`src/rtl/div_pkg.sv`:
```
// ============================================================================
//  Module      : div_pkg
//  Description : Shared types and constants for the sequential restoring divider.
//  Revision    : 1.0 - initial release
// ============================================================================
`default_nettype none

package div_pkg;

    localparam int DIV_DEFAULT_WIDTH = 8;

    typedef enum logic [1:0] {
        S_IDLE = 2'd0,
        S_LOAD = 2'd1,
        S_ITER = 2'd2,
        S_FIN  = 2'd3
    } div_state_t;

    // Quotient reported for a zero divisor: all ones of the operand width.
    function automatic logic [31:0] div_zero_quotient(input int unsigned width);
        return 32'hFFFF_FFFF >> (32 - width);
    endfunction

endpackage

`default_nettype wire

```
`src/rtl/div_step.sv`:
```
// ============================================================================
//  Module      : div_step
//  Description : One combinational restoring-division step on {R,Q}.
//  Revision    : 1.0 - initial release
// ============================================================================
`default_nettype none

module div_step #(
    parameter int WIDTH = 8
) (
    input  logic [WIDTH:0]   i_r,
    input  logic [WIDTH-1:0] i_q,
    input  logic [WIDTH-1:0] i_divisor,
    output logic [WIDTH:0]   o_r,
    output logic [WIDTH-1:0] o_q
);

    logic [WIDTH:0]   w_r_shift;
    logic [WIDTH+1:0] w_t;
    logic             w_fit;

    assign w_r_shift = {i_r[WIDTH-1:0], i_q[WIDTH-1]};

    // One spare top bit keeps the borrow unambiguous even for a full-width R'.
    assign w_t   = {i_r, i_q[WIDTH-1]} - {2'b00, i_divisor};
    assign w_fit = ~w_t[WIDTH+1];

    assign o_r = w_fit ? w_t[WIDTH:0] : w_r_shift;
    assign o_q = {i_q[WIDTH-2:0], w_fit};

endmodule

`default_nettype wire

```
`src/rtl/seq_divider.sv`:
```
// ============================================================================
//  Module      : seq_divider
//  Description : Sequential unsigned restoring divider, one quotient bit per clock.
//  Revision    : 1.0 - initial release
// ============================================================================
`default_nettype none

module seq_divider
    import div_pkg::*;
#(
    parameter int WIDTH = DIV_DEFAULT_WIDTH
) (
    input  logic             clk,
    input  logic             rst,
    input  logic             valid,
    input  logic [WIDTH-1:0] dividend,
    input  logic [WIDTH-1:0] divisor,
    output logic             busy,
    output logic             DONE,
    output logic             div_by_zero,
    output logic [WIDTH-1:0] quotient,
    output logic [WIDTH-1:0] remainder
);

    localparam int               c_CW       = $clog2(WIDTH + 1);
    localparam logic [c_CW-1:0]  c_CNT_INIT = c_CW'(WIDTH);
    localparam logic [c_CW-1:0]  c_CNT_ONE  = c_CW'(1);
    localparam logic [WIDTH-1:0] c_DBZ_Q    = WIDTH'(div_zero_quotient(WIDTH));

    div_state_t       r_state;
    div_state_t       w_next_state;
    logic [WIDTH-1:0] r_dividend;
    logic [WIDTH-1:0] r_divisor;
    logic [WIDTH:0]   r_acc;
    logic [WIDTH-1:0] r_q;
    logic [c_CW-1:0]  r_cnt;
    logic [WIDTH-1:0] r_quotient;
    logic [WIDTH-1:0] r_remainder;
    logic             r_dbz;
    logic [WIDTH:0]   w_next_r;
    logic [WIDTH-1:0] w_next_q;
    logic             w_div_zero;

    assign w_div_zero = (r_divisor == '0);

    div_step #(
        .WIDTH (WIDTH)
    ) u_step (
        .i_r       (r_acc),
        .i_q       (r_q),
        .i_divisor (r_divisor),
        .o_r       (w_next_r),
        .o_q       (w_next_q)
    );

    always_comb begin
        w_next_state = r_state;
        case (r_state)
            S_IDLE: if (valid) w_next_state = S_LOAD;
            S_LOAD: w_next_state = w_div_zero ? S_FIN : S_ITER;
            S_ITER: if (r_cnt == c_CNT_ONE) w_next_state = S_FIN;
            S_FIN:  w_next_state = S_IDLE;
            default: w_next_state = S_IDLE;
        endcase
    end

    always_ff @(posedge clk) begin
        if (rst) begin
            r_state     <= S_IDLE;
            r_dividend  <= '0;
            r_divisor   <= '0;
            r_acc       <= '0;
            r_q         <= '0;
            r_cnt       <= '0;
            r_quotient  <= '0;
            r_remainder <= '0;
            r_dbz       <= 1'b0;
        end else begin
            r_state <= w_next_state;
            case (r_state)
                S_IDLE: begin
                    if (valid) begin
                        r_dividend <= dividend;
                        r_divisor  <= divisor;
                    end
                end
                S_LOAD: begin
                    r_acc <= '0;
                    r_q   <= r_dividend;
                    r_cnt <= c_CNT_INIT;
                    if (w_div_zero) begin
                        r_quotient  <= c_DBZ_Q;
                        r_remainder <= r_dividend;
                        r_dbz       <= 1'b1;
                    end
                end
                S_ITER: begin
                    r_acc <= w_next_r;
                    r_q   <= w_next_q;
                    r_cnt <= r_cnt - c_CNT_ONE;
                    // Publish results on the same edge the final step lands.
                    if (r_cnt == c_CNT_ONE) begin
                        r_quotient  <= w_next_q;
                        r_remainder <= w_next_r[WIDTH-1:0];
                        r_dbz       <= 1'b0;
                    end
                end
                default: ;
            endcase
        end
    end

    assign busy        = (r_state == S_LOAD) || (r_state == S_ITER);
    assign DONE        = (r_state == S_FIN);
    assign div_by_zero = r_dbz;
    assign quotient    = r_quotient;
    assign remainder   = r_remainder;

endmodule

`default_nettype wire

```
`config.mk`:
```
export PLATFORM = sky130hd
export DESIGN_NAME = seq_divider
export DESIGN_NICKNAME = d
export VERILOG_FILES = /design/src/rtl/div_pkg.sv /design/src/rtl/div_step.sv /design/src/rtl/seq_divider.sv
export SDC_FILE = /design/constraint.sdc
export NUM_CORES = 1
export LEC_CHECK = 0
export ABC_AREA = 0
export BUFFER_PORTS_ARGS = -buffer_cell sky130_fd_sc_hd__buf_4
export CAP_MARGIN = 20
export CELL_PAD_IN_SITES_DETAIL_PLACEMENT = 0
export CELL_PAD_IN_SITES_GLOBAL_PLACEMENT = 1
export CORE_UTILIZATION = 40
export CTS_CLUSTER_DIAMETER = 30
export DETAILED_ROUTE_END_ITERATION = 7
export PLACE_DENSITY_LB_ADDON = 0.1
export REMOVE_ABC_BUFFERS = 1
export SLEW_MARGIN = 10
export SYNTH_ARGS = -nofsm -noshare
export SYNTH_HDL_FRONTEND = slang
export SYNTH_HIERARCHICAL = 1
export SYNTH_SLANG_ARGS = --single-unit
```
`constraint.sdc`:
```
create_clock -name clk -period 4.46 [get_ports clk]
set_input_delay 0.892 -clock clk [delete_from_list [all_inputs] [get_ports clk]]
set_output_delay 0.892 -clock clk [all_outputs]
set_load 0.02 [all_outputs]
```
==> Word level (Yosys, flattened, before mapping) <==
Cells that the tools add are included.
W data, S select, Z words.
{ "op_classes": {"reduce_logical": 7, "n_bitwise": 1, "add_sub_neg": 2, "eq_ne": 7, "n_mux": 17} }
{ "op_table": {"columns": ["operator", "count"], "rows": [
  ["$pmux W8 S2", 3],
  ["$mux W8", 4],
  ["$pmux W9 S2", 1],
  ["$sub A10 B8 Y10", 1],
  ["$mux W9", 1],
  ["$logic_not A8 Y1", 1],
  ["$pmux W2 S4", 1],
  ["$pmux W4 S2", 1],
  ["$ne A2 B2 Y1 const B", 3],
  ["$eq A2 B2 Y1 const B", 2],
  ["$eq A4 B1 Y1 const B", 1],
  ["$mux W2", 2],
  ["$reduce_and A2 Y1", 2],
  ["$sub A4 B1 Y4 const B", 1],
  ["$mux W1", 3],
  ["$reduce_and A3 Y1", 1],
  ["$eq A2 B1 Y1 const B", 1],
  ["$logic_not A2 Y1", 1],
  ["$pmux W1 S2", 1],
  ["$reduce_bool A2 Y1", 1],
  ["$logic_or A1 B1 Y1", 1],
  ["$not A1 Y1", 1]
]} }
{ "word_totals": {"elab_cells": 43, "regBits": 56, "input_bits": 19, "out_inout_bits": 19} }

==> Logic depth before layout (Yosys ltp) <==
Gate-level depths: netlist of run 1.
{ "logic_depth": {"word_depth": 4, "depth_mapped": 11, "ltp_nobuf": 11} }

==> Hierarchy <==
The synthesis of run 1 kept the hierarchy.
{ "modules_own_cells": {"columns": ["mod", "seq_area_each_um2", "cells_per_inst", "n_inst", "area_each_um2"], "rows": [
  ["seq_divider", 1121.1, 279, 1, 2446.1],
  ["div_step", 0.0, 75, 1, 588.1]
]} }

==> Worst setup path after synthesis of run 1 <==
OpenSTA, ideal clock, no wires.
{ "synth_timing": {"kind": "register to register", "start": "reg r_divisor[3]", "end": "reg r_remainder[2] (netlist: remainder[2])", "path_buffers": 0, "period_less_slack_ns": 2.637, "slack_ns": 1.823, "setup_time_ns": 0.119, "t_required_ns": 4.341, "arrival_ns": 2.518, "stages_incl_launch_ff": 11, "cell_sequence": "dfxtp_1 -> inv_1 -> ha_1 -> o211ai_1 -> a21o_1 -> a221o_1 -> a221oi_4 -> mux2_2 -> mux2_2 -> nand2_1 -> mux2i_1"} }
{ "synth_between": {"elab_chain_len": 4, "elab_cells_between_ends": 7, "cone_classes": "1 x add/sub; 1 x eq/ne; 3 x mux; 2 x reduce/logical"} }
{ "synth_lines": {"columns": ["item", "line_no", "text"], "rows": [
  ["start: declaration", "seq_divider.sv:33", "logic [WIDTH-1:0] r_divisor;"],
  ["start signal: assignment", "seq_divider.sv:84", "r_divisor <= divisor;"],
  ["$sub A10 B8 Y10", "div_step.sv:25", "assign w_t = {i_r, i_q[WIDTH-1]} - {2'b00, i_divisor};"],
  ["$mux W9", "div_step.sv:28", "assign o_r = w_fit ? w_t[WIDTH:0] : w_r_shift;"],
  ["via w_next_r[2]", "seq_divider.sv:40", "logic [WIDTH:0] w_next_r;"],
  ["$mux W8", "seq_divider.sv:102", "if (r_cnt == c_CNT_ONE) begin"],
  ["$pmux W8 S2", "seq_divider.sv:80", "case (r_state)"],
  ["end signal: assignment", "seq_divider.sv:93", "r_remainder <= r_dividend;"],
  ["end signal: assignment", "seq_divider.sv:104", "r_remainder <= w_next_r[WIDTH-1:0];"],
  ["end: declaration", "seq_divider.sv:38", "logic [WIDTH-1:0] r_remainder;"]
]} }
The timed path passes the listed nets, and every way through them passes these cells. The select of a mux whose other input is x is not followed.
A chain may end at the register's enable or synchronous reset.

==> Final worst setup path of run 1 <==
{ "layout_timing": {"start": "reg r_divisor[6]", "end": "reg r_remainder[6] (netlist: remainder[6])"} }
The elaborated chain is that of the path after synthesis.

==> results.cfg, run 1 <==
[placed_design]
port-buffer-count = 37
place_inst = 464
dp_hpwl_um = 4650
dp_slack_ps = 1490
dpl-instance-area_um2 = 3270
place.gp.congestion = 0.811

[logic_synthesis]
ys.flop_type = dfxtp_1
synth_edf_count = 0
syn_area_um2 = 3030
netlist-cell-type-count = 48
synth.most_common_cell = nand2_1
yosys_warnings = 6
ys_ff_latch = 56
netlist.area_leader.share_pct = 36.9
synth_common_cells = nand2_1 (69), dfxtp_1 (56), a21oi_1 (35), mux2i_1 (27)
netlist.top_cell.by_area = dfxtp_1
syn_inst = 354
synth.area.top_cells = dfxtp_1 (37%), mux2i_1 (8.9%), nand2_1 (8.5%)
async_flop_share_pct = 0
ys_seq_area_share_pct = 36.9
synth_area_per_cell_um2 = 8.57

[sta]
rsz0062_at_grt = no
maxSlewViolCount = 0
fin_skew_ps = 6.13
tns_ps = 0
fin_ws_ps = 1470
fmax_ghz = 0.334
period_needed_ps = 2990
tightest_slew_ps = 904
setup_violations = 0
whs_ps = 464
slew_headroom_pct = 39.6
fin_crit_sh_pct = 67.1
hold_violations = 0

[critical_path]
critPathArrivalTime_ps = 3180
rr_worst_depth = 10
cp_max_fo = 9
crit_path_cell_trace = inv_1 > ha_1 > a21oi_2 > and2_0 > a221o_1 > a221oi_4 > mux2_2 > mux2_2 > nand2_1 > mux2i_1
reg2reg_to = remainder[6]
cp.required_ps = 4650
critPathCaptureType = flop
crit_path_max_incr_delay_ps = 590
crit_cells = 10
cp_slowest_cell = a221oi_4
r2r_slack_ps = 1470
path_class = reg2reg
path_common_cell = mux2_2
cp_top_family = compound AO/OA/AOI/OAI gates
crit_buf_inv = 1
r2r-start = r_divisor[6]
critPathCapture = remainder[6]
cp-startpoint = r_divisor[6]
cp-start-kind = flop

[route]
firstDrtPassIters = 4
drt-total-wl_um = 6840
wl_met2_um = 3090
drc_errors = 0
avgRoutedWirePerCell_um = 14.5
vias = 2427
first_iter_violations = 92
met1Wirelength_um = 3530
vias_per_cell = 5.14
ant_nets = 0
highest_layer = met4
wl_met3_um = 151

[pwr]
p_per_area_nw_per_um2 = 627
max-vdd-ir-drop_uv = 430
fin_total_pwr_mw = 2.12
power_leakage_nw = 1.31

[finish]
drive_gt1_share_pct = 18.0
fin_util_pct = 46.4
fin_area_um2 = 3390
finalNetCount = 407
area.growth.synth_to_final_pct = 11.6
instances_no_fill = 472
antenna_cells = 0

[global_route]
grt_max_degree = 44
grt_overflow = 0
grt_pass1_wl_um = 11200
grt_pass1_vias = 2226
grt.total_usage_pct = 18.5
antenna_found_initial = 0

[clocking]
cts_buffer_depth = 2
htree_levels = 2
clk_latency_ps = 310
cts_resized = 0
numCtsBuffers = 5
cts_hold_buf = 0
cts_tree = built
clock_sinks = 56
cts_root_buf = clkbuf_8
post_cts_buffers = 0
clk_pin_slew_ps = 100

[run]
drv_cap = 0

[floorplanning]
ios = 38
core_area_um2 = 7290
die_x_um = 89.1
start_util_pct = 41.6
die_area_um2 = 7940
die_y_um = 89.1
rows = 31

[run_status]
status = completed

[worst_hold_path]
min_path_type = reg2reg
-- layout by cell type, fill, tap and decap left out, drive strengths merged, types with 2 or more instances in the layout --
cell    instances
o21ai          11
buf            40
mux2i          27
a211oi         10
xnor2           5
nand2          69
nand3          11
clkbuf          6
o211ai          2
ha             15
dfxtp          56
inv            18
o221a           2
nor4            2
nor3            3
nor2           18
nand2b          5
and2            3
a21oi          36
nor2b           2
mux2           13
-- where the power goes --
part | leakage, nW | internal [mW] | switching (mW)
sequential | 0.457 | 0.601 | 0.0728
clock | 0.0614 | 0.184 | 0.179
combinational | 0.793 | 0.449 | 0.637
total | 1.31 | 1.23 | 0.889
-- worst reg2reg max path, cell delays in order, from the launching register on --
cell      delay, ps
dfxtp_1         370
inv_1            70
ha_1            370
a21oi_2         110
and2_0          140
a221o_1         400
a221oi_4        590
mux2_2          410
mux2_2          260
nand2_1          60
mux2i_1          80
-- routing by layer --
metal  up-vias  global-route usage [%]
li1       1246                       -
met1      1139                    25.7
met2        36                    30.1
met3         6                    3.05
met4         0                    4.33
met5         -                       0
-- sequential cells by signal (all words and copies together), names as in the netlist --
| register | flops |
|---|---|
| quotient | 8 |
| remainder | 8 |
| r_q | 8 |
| r_dividend | 8 |
| r_cnt | 4 |
| div_by_zero | 1 |
| r_divisor | 8 |
| r_state | 2 |
| r_acc | 9 |
-- how the worst min path moves through the flow --
| stage | start | endpoint | slack [ps] | cells after the start |
|---|---|---|---|---|
| after global routing | quotient[5] | quotient[5] | 490 | 2 |
| after global placement | quotient[2] | quotient[2] | 450 | 2 |
| after CTS | quotient[4] | quotient[4] | 470 | 2 |
| final | quotient[0] | quotient[0] | 460 | 2 |
| after floorplan | r_divisor[6] | r_divisor[6] | 440 | 2 |
| after detailed placement | quotient[4] | quotient[4] | 450 | 2 |
-- layout make-up --
class / instances / area, um^2
Inverter: 18 / 67.6
Clock buffer: 6 / 82.6
Fill cell: 797 / 3910
Tap cell: 99 / 124
Timing Repair Buffer: 40 / 300
Multi-Input combinational cell: 251 / 1650
Sequential cell: 56 / 1120
Clock inverter: 2 / 38.8
-- kinds of logic (layout without fill, tap and decap cells) --
kind of cell | count (synthesis) | after routing | synth area share (%)
AOI/OAI and AO/OA | 71 | 71 | 15.1
DFF | 56 | 56 | 36.9
muxes | 40 | 40 | 13.7
buffers and inverters | 47 | 66 | 8.58
xor gates and xnor gates | 6 | 6 | 1.73
adders and majority gates | 16 | 16 | 6.85
and+or+nand+nor | 118 | 118 | 17.1
No activity file was read; power rests on OpenSTA's default activity.
==> inputs of run 2 (changes only) <==
--- a/config.mk
+++ b/config.mk
@@ -5,12 +5,12 @@
 export SDC_FILE = /design/constraint.sdc
 export NUM_CORES = 1
 export LEC_CHECK = 0
-export ABC_AREA = 0
+export ABC_AREA = 1
 export BUFFER_PORTS_ARGS = -buffer_cell sky130_fd_sc_hd__buf_4
 export CAP_MARGIN = 20
 export CELL_PAD_IN_SITES_DETAIL_PLACEMENT = 0
 export CELL_PAD_IN_SITES_GLOBAL_PLACEMENT = 1
-export CORE_UTILIZATION = 40
+export CORE_UTILIZATION = 37
 export CTS_CLUSTER_DIAMETER = 30
 export DETAILED_ROUTE_END_ITERATION = 7
 export PLACE_DENSITY_LB_ADDON = 0.1
==> constraint.sdc (replaced) <==
create_clock -name clk -period 2.65 [get_ports clk]
set_input_delay 0.53 -clock clk [delete_from_list [all_inputs] [get_ports clk]]
set_output_delay 0.53 -clock clk [all_outputs]
set_load 0.02 [all_outputs]
==> run 2 against run 1 <==
- the run now ends with DRC left
- sequential share of layout area down 1.6 points
- clock skew down 2.0 ps
- power up 140%
- count of clock-buffer cells in the layout up 1
- setup slack worse by 1000 ps
- clock power up 38%
- via count up 21%
- first-iteration DRC count up 65%
- wire length up 18%
- final area up 5.0%
- synthesized area up 3.1%
- die area up 11%
- critical endpoint is now remainder[4]
==> results.cfg, run 2 <==
[sta]
fin_skew_ps = 4.10
fin_crit_sh_pct = 82.9
tns_ps = 0
setup_violations = 0
fin_ws_ps = 452
maxSlewViolCount = 0
hold_violations = 0
rsz0062_at_grt = no
fmax_ghz = 0.455
tightest_slew_ps = 547
slew_headroom_pct = 63.5
whs_ps = 463
period_needed_ps = 2200

[pwr]
combinationalPowerShare_pct = 63.9
switchingPower_mw = 2.63
switching_share_pct = 50.8
p_int_mw = 2.55
p_clk_share_pct = 9.7
fin_total_pwr_mw = 5.18
p_per_area_nw_per_um2 = 1460
seq_power_share_pct = 26.5
max-vdd-ir-drop_uv = 489
power_leakage_nw = 1.72

[clocking]
clk_latency_ps = 310
cts_hold_buf = 0
cts_tree = built
clock_sinks = 56
numCtsBuffers = 5
clk_pin_slew_ps = 100
cts_root_buf = clkbuf_8
cts_resized = 0
htree_levels = 2
cts_buffer_depth = 2
post_cts_buffers = 0

[floorplanning]
ios = 38
core_area_um2 = 8220
rows = 33
die_y_um = 93.9
die_x_um = 93.9
die_area_um2 = 8820
start_util_pct = 38.1

[run]
drv_cap = 0

[logic_synthesis]
synth_edf_count = 0
syn_inst = 463
yosys_warnings = 6
synth.area.top_cells = dfxtp_1 (36%), nand2_1 (13%), nand3_1 (8.2%)
ys_ff_latch = 56
netlist.top_cell.by_area = dfxtp_1
async_flop_share_pct = 0
syn_area_um2 = 3130
synth.most_common_cell = nand2_1
ys.flop_type = dfxtp_1
synth_area_per_cell_um2 = 6.75
netlist-cell-type-count = 28
ys_seq_area_share_pct = 35.9
netlist.area_leader.share_pct = 35.9
synth_common_cells = nand2_1 (107), nor2_1 (67), dfxtp_1 (56), nand3_1 (51), inv_1 (46)

[critical_path]
path_class = reg2reg
cp-start-kind = flop
cp.required_ps = 2900
path_common_cell = nand2_1
critPathCaptureType = flop
crit_path_cell_trace = inv_1 > ha_1 > nand2_1 > nor2_2 > nand3_2 > nand4_2 > nand3_1 > nand2_1 > nand2_1 > nand2_1 > nand3_1 > a21oi_1
crit_path_max_incr_delay_ps = 410
cp_max_fo = 10
cp_slowest_cell = dfxtp_1
critPathArrivalTime_ps = 2450
rr_worst_depth = 12

[placed_design]
place.gp.congestion = 0.807
dp_slack_ps = 494
port-buffer-count = 37
dp_hpwl_um = 6100

[global_route]
grt_max_degree = 21
grt_pass1_vias = 2713
antenna_found_initial = 0
grt_overflow = 0
grt.total_usage_pct = 20.2
grt_pass1_wl_um = 13700

[finish]
drive_gt1_share_pct = 13.8
layout_commonest_cell = nand2_1
antenna_cells = 0
largest-register = r_acc
layout_common_cells = nand2_1 (107), nor2_1 (67), dfxtp_1 (56), nand3_1 (51), buf_4 (47)
fin_util_pct = 43.3
finalNetCount = 526
largest_reg_flops = 9
area.growth.synth_to_final_pct = 13.7

[worst_hold_path]
min_path_type = in2reg
holdPathStages = 3

[route]
avgRoutedWirePerCell_um = 13.5
first_iter_violations = 152
firstDrtPassIters = 6
drc_errors = 2
ant_nets = 0
drt-total-wl_um = 8090
vias = 2936
vias_per_cell = 4.92

[run_status]
violations = DRC
status = finished with violations
-- run 2: cell types whose count changed in the layout (fill, tap and decap cells not counted), sizes merged, moves of 3 or more --
cell	previous run	this run
nor2	18	69
nand3	11	53
nand2	69	110
inv	18	47
mux2i	27	0
o21ai	11	29
mux2	13	0
a211oi	10	0
buf	40	47
nand2b	5	0
a21oi	36	40
o211ai	2	6
and2	3	0
-- run 2: stage by stage --
step | instance area [um^2] | instances
global placement | 3460 | 589
CTS | 3560 | 597
finish | 3560 | 597
global route | 3560 | 597
floorplan | 2980 | 437
detailed placement | 3460 | 589
-- run 2: layer usage --
layer	vias to the layer above	wire, um	track usage, %	share of wire [%]
met5	-	0	0	0
met4	0	74	4.74	0.92
met3	8	198	3.16	2.4
met2	39	3430	31.3	42
met1	1351	4380	29.3	54
li1	1538	-	-	-
-- run 2: logic make-up (layout without fill, tap and decap cells) --
kind of cell,after synthesis,after routing,synth area share [%]
and+or+nand+nor,238,238,32.6
AOI/OAI and AO/OA,77,77,13.6
buffers and inverters,73,102,10.4
DFF,56,56,35.9
adders and majority gates,16,16,6.64
xor gates and xnor gates,3,3,0.840
-- run 2: final cells by class --
cell class	count	area, um^2
Sequential cell	56	1120
Tap cell	105	131
Multi-Input combinational cell	334	1680
Fill cell	902	4660
Timing Repair Buffer	47	353
Clock buffer	7	86.3
Clock inverter	1	7.51
Inverter	47	176
-- run 2: worst max-delay path: cells and delay by family (launching register included) --
kind,cells,cell delay [ps]
AO/OA/AOI/OAI,1,160
adder cells (fa/ha/maj),1,360
buffers and inverters,1,60
flip-flops,1,410
AND/OR/NAND/NOR,9,1150
-- run 2: power groups by stage --
stage	clock (mW)	sequential (mW)	combinational (mW)
finish	0.501	1.37	3.31
CTS	0.514	1.38	3.31
floorplan	0	1.43	2.29
detailed placement	0	1.39	3.29
global placement	0	1.39	3.28
global route	0.561	1.42	3.78
-- run 2: final timing paths --
| check | start | end | slack [ps] |
|---|---|---|---|
| setup / recovery | r_divisor[5] | remainder[4] | 450 |
| hold / removal | divisor[0] | r_divisor[0] | 460 |
| setup reg to reg | r_divisor[5] | remainder[4] | 450 |
| hold reg to reg | remainder[4] | remainder[4] | 470 |
==> inputs of run 3 (changes only) <==
==> constraint.sdc (replaced) <==
create_clock -name clk -period 1.8 [get_ports clk]
set_input_delay 0.36 -clock clk [delete_from_list [all_inputs] [get_ports clk]]
set_output_delay 0.36 -clock clk [all_outputs]
set_load 0.02 [all_outputs]
==> run 3 against run 2 <==
- the flow finishes with violations (setup timing)
- final area increased by 29%
- setup slack worse by 590 ps
- via count rose by 11%
- first-iteration DRC count fell by 5.9%
- worst hold slack got worse by 190 ps
- clock skew increased by 6.5 ps
- non-clock buffer count is 60 higher
- die area did not move
- count of clock-buffer cells in the layout decreased by 2
- sequential share of layout area decreased by 6.6 points
- fmax up 14%
- largest cell class unchanged
- highest routed layer unchanged
==> results.cfg, run 3 (synthesis gave the netlist of run 2 again) <==
[floorplanning]
die_y_um = 93.9
core_area_um2 = 8220
rows = 33
ios = 38
die_area_um2 = 8820
die_x_um = 93.9
start_util_pct = 38.1

[finish]
instances_no_fill = 661
multi_input_area_um2 = 2170
drive_gt1_share_pct = 42.1
seq_area_um2 = 1140
fillers = 779
layout_commonest_cell = buf_4
layout_common_cells = buf_4 (96), nand2_1 (74), nor2_1 (66), dfxtp_1 (39), inv_1 (37)
finalNetCount = 590
largest-register = r_acc
antenna_cells = 0
area.growth.synth_to_final_pct = 46.9
fin_util_pct = 55.9
largest_reg_flops = 9

[sta]
hold_violations = 0
fin_ws_ps = -135
slew_headroom_pct = 66.1
maxSlewViolCount = 0
tns_ps = -1910
rsz0062_at_grt = yes
setup_violations = 18
fin_crit_sh_pct = 107
period_needed_ps = 1930
fin_skew_ps = 10.6
fmax_ghz = 0.517
tightest_slew_ps = 509

[global_route]
use_met2_pct = 34.4
antenna_found_initial = 0
grt_max_degree = 27
grtUsageMet3_pct = 3.40
use_met1_pct = 30.1
grt_overflow = 0
grt_pass1_wl_um = 14700
grt_pass1_vias = 3017
top_usage_layer = met2
grt.total_usage_pct = 21.5

[critical_path]
cp.required_ps = 2040
crit_buf_inv = 2
cp_max_fo = 5
path_class = reg2reg
critPathCaptureType = flop
crit_path_cell_trace = inv_2 > ha_4 > nand2_1 > nand2_2 > a21oi_4 > buf_4 > nand4_4 > nand3_2 > nand2_2 > a21oi_2 > nand3_1 > nand2_1 > nor2_1
cp_slowest_cell = dfxtp_2
crit_path_max_incr_delay_ps = 350
cp-start-kind = flop
critPathArrivalTime_ps = 2180
cp_top_family = simple AND/OR/NAND/NOR gates

[route]
first_iter_violations = 143
drt-total-wl_um = 9250
firstDrtPassIters = 4
vias = 3257
drc_errors = 0
avgRoutedWirePerCell_um = 14.0
ant_nets = 0
vias_per_cell = 4.93

[placed_design]
dp_hpwl_um = 6110
dp_slack_ps = -237
place.gp.congestion = 0.816
port-buffer-count = 37
place_inst = 630

[clocking]
cts_hold_buf = 0
numCtsBuffers = 5
clk_pin_slew_ps = 120
clk_latency_ps = 330
clock_sinks = 56
cts_tree = built
cts_root_buf = clkbuf_8
cts_buffer_depth = 2
htree_levels = 2

[run_status]
status = finished with violations
violations = setup timing

[run]
drv_cap = 0

[worst_hold_path]
min_path_type = in2reg
==> run 3: cell count changes in the layout (fill, tap and decap cells not counted), sizes merged <==
| cell | previous run | this run |
|---|---|---|
| buf | 47 | 106 |
| bufbuf | 0 | 1 |
| clkbuf | 7 | 5 |
| clkinvlp | 1 | 2 |
| inv | 47 | 48 |
| nand2 | 110 | 112 |
| nand4 | 2 | 4 |
==> run 3: through the flow <==
stage | instance area [um^2] | hold WS, ps
after floorplan | 2980 | 429
after global placement | 3780 | 451
after detailed placement | 3780 | 456
after CTS | 4390 | 275
after global routing | 4590 | 285
final | 4590 | 274
==> run 3: cell type report <==
type / instances / share of cell area [%]
Multi-Input combinational cell: 338 / 47.3
Sequential cell: 56 / 24.9
Timing Repair Buffer: 107 / 19.0
Inverter: 47 / 3.84
Tap cell: 105 / 2.86
Clock buffer: 5 / 1.50
Clock inverter: 3 / 0.572
==> run 3: metal layers <==
layer | vias up | share of wire, % | routed length (um)
met5 | - | 0 | 0
met4 | 0 | 1.8 | 165
met3 | 14 | 3.5 | 319
met2 | 61 | 47 | 4320
met1 | 1508 | 48 | 4440
li1 | 1674 | - | -
==> run 3: what timing repair did <==
| action | CTS | global route |
|---|---|---|
| endpoints found under the setup margin | 20 | 21 |
| resized for setup | 90 | 41 |
| cloned | 5 | 0 |
| pin swaps | 43 | 37 |
| setup buffers | 12 | 6 |
==> run 3: path summary, 6_finish.rpt <==
| kind | startpoint | end | slack [ps] | cells after the start |
|---|---|---|---|---|
| max | r_divisor[6] | remainder[6] | -130 | 13 |
| min | divisor[7] | r_divisor[7] | 270 | 3 |
| max reg2reg | r_divisor[6] | remainder[6] | -130 | 13 |
| min reg2reg | div_by_zero | div_by_zero | 470 | 2 |
==> run 3: worst min-delay path: cells and delay by family <==
kind                   cells  cell delay (ps)
and+or+nand+nor            1               70
AOI/OAI and AO/OA          1               70
buffers and inverters      1               70
Power of run 3 is not shown: default switching activity piles up to over one toggle a cycle in this logic, so the estimate is an artifact.
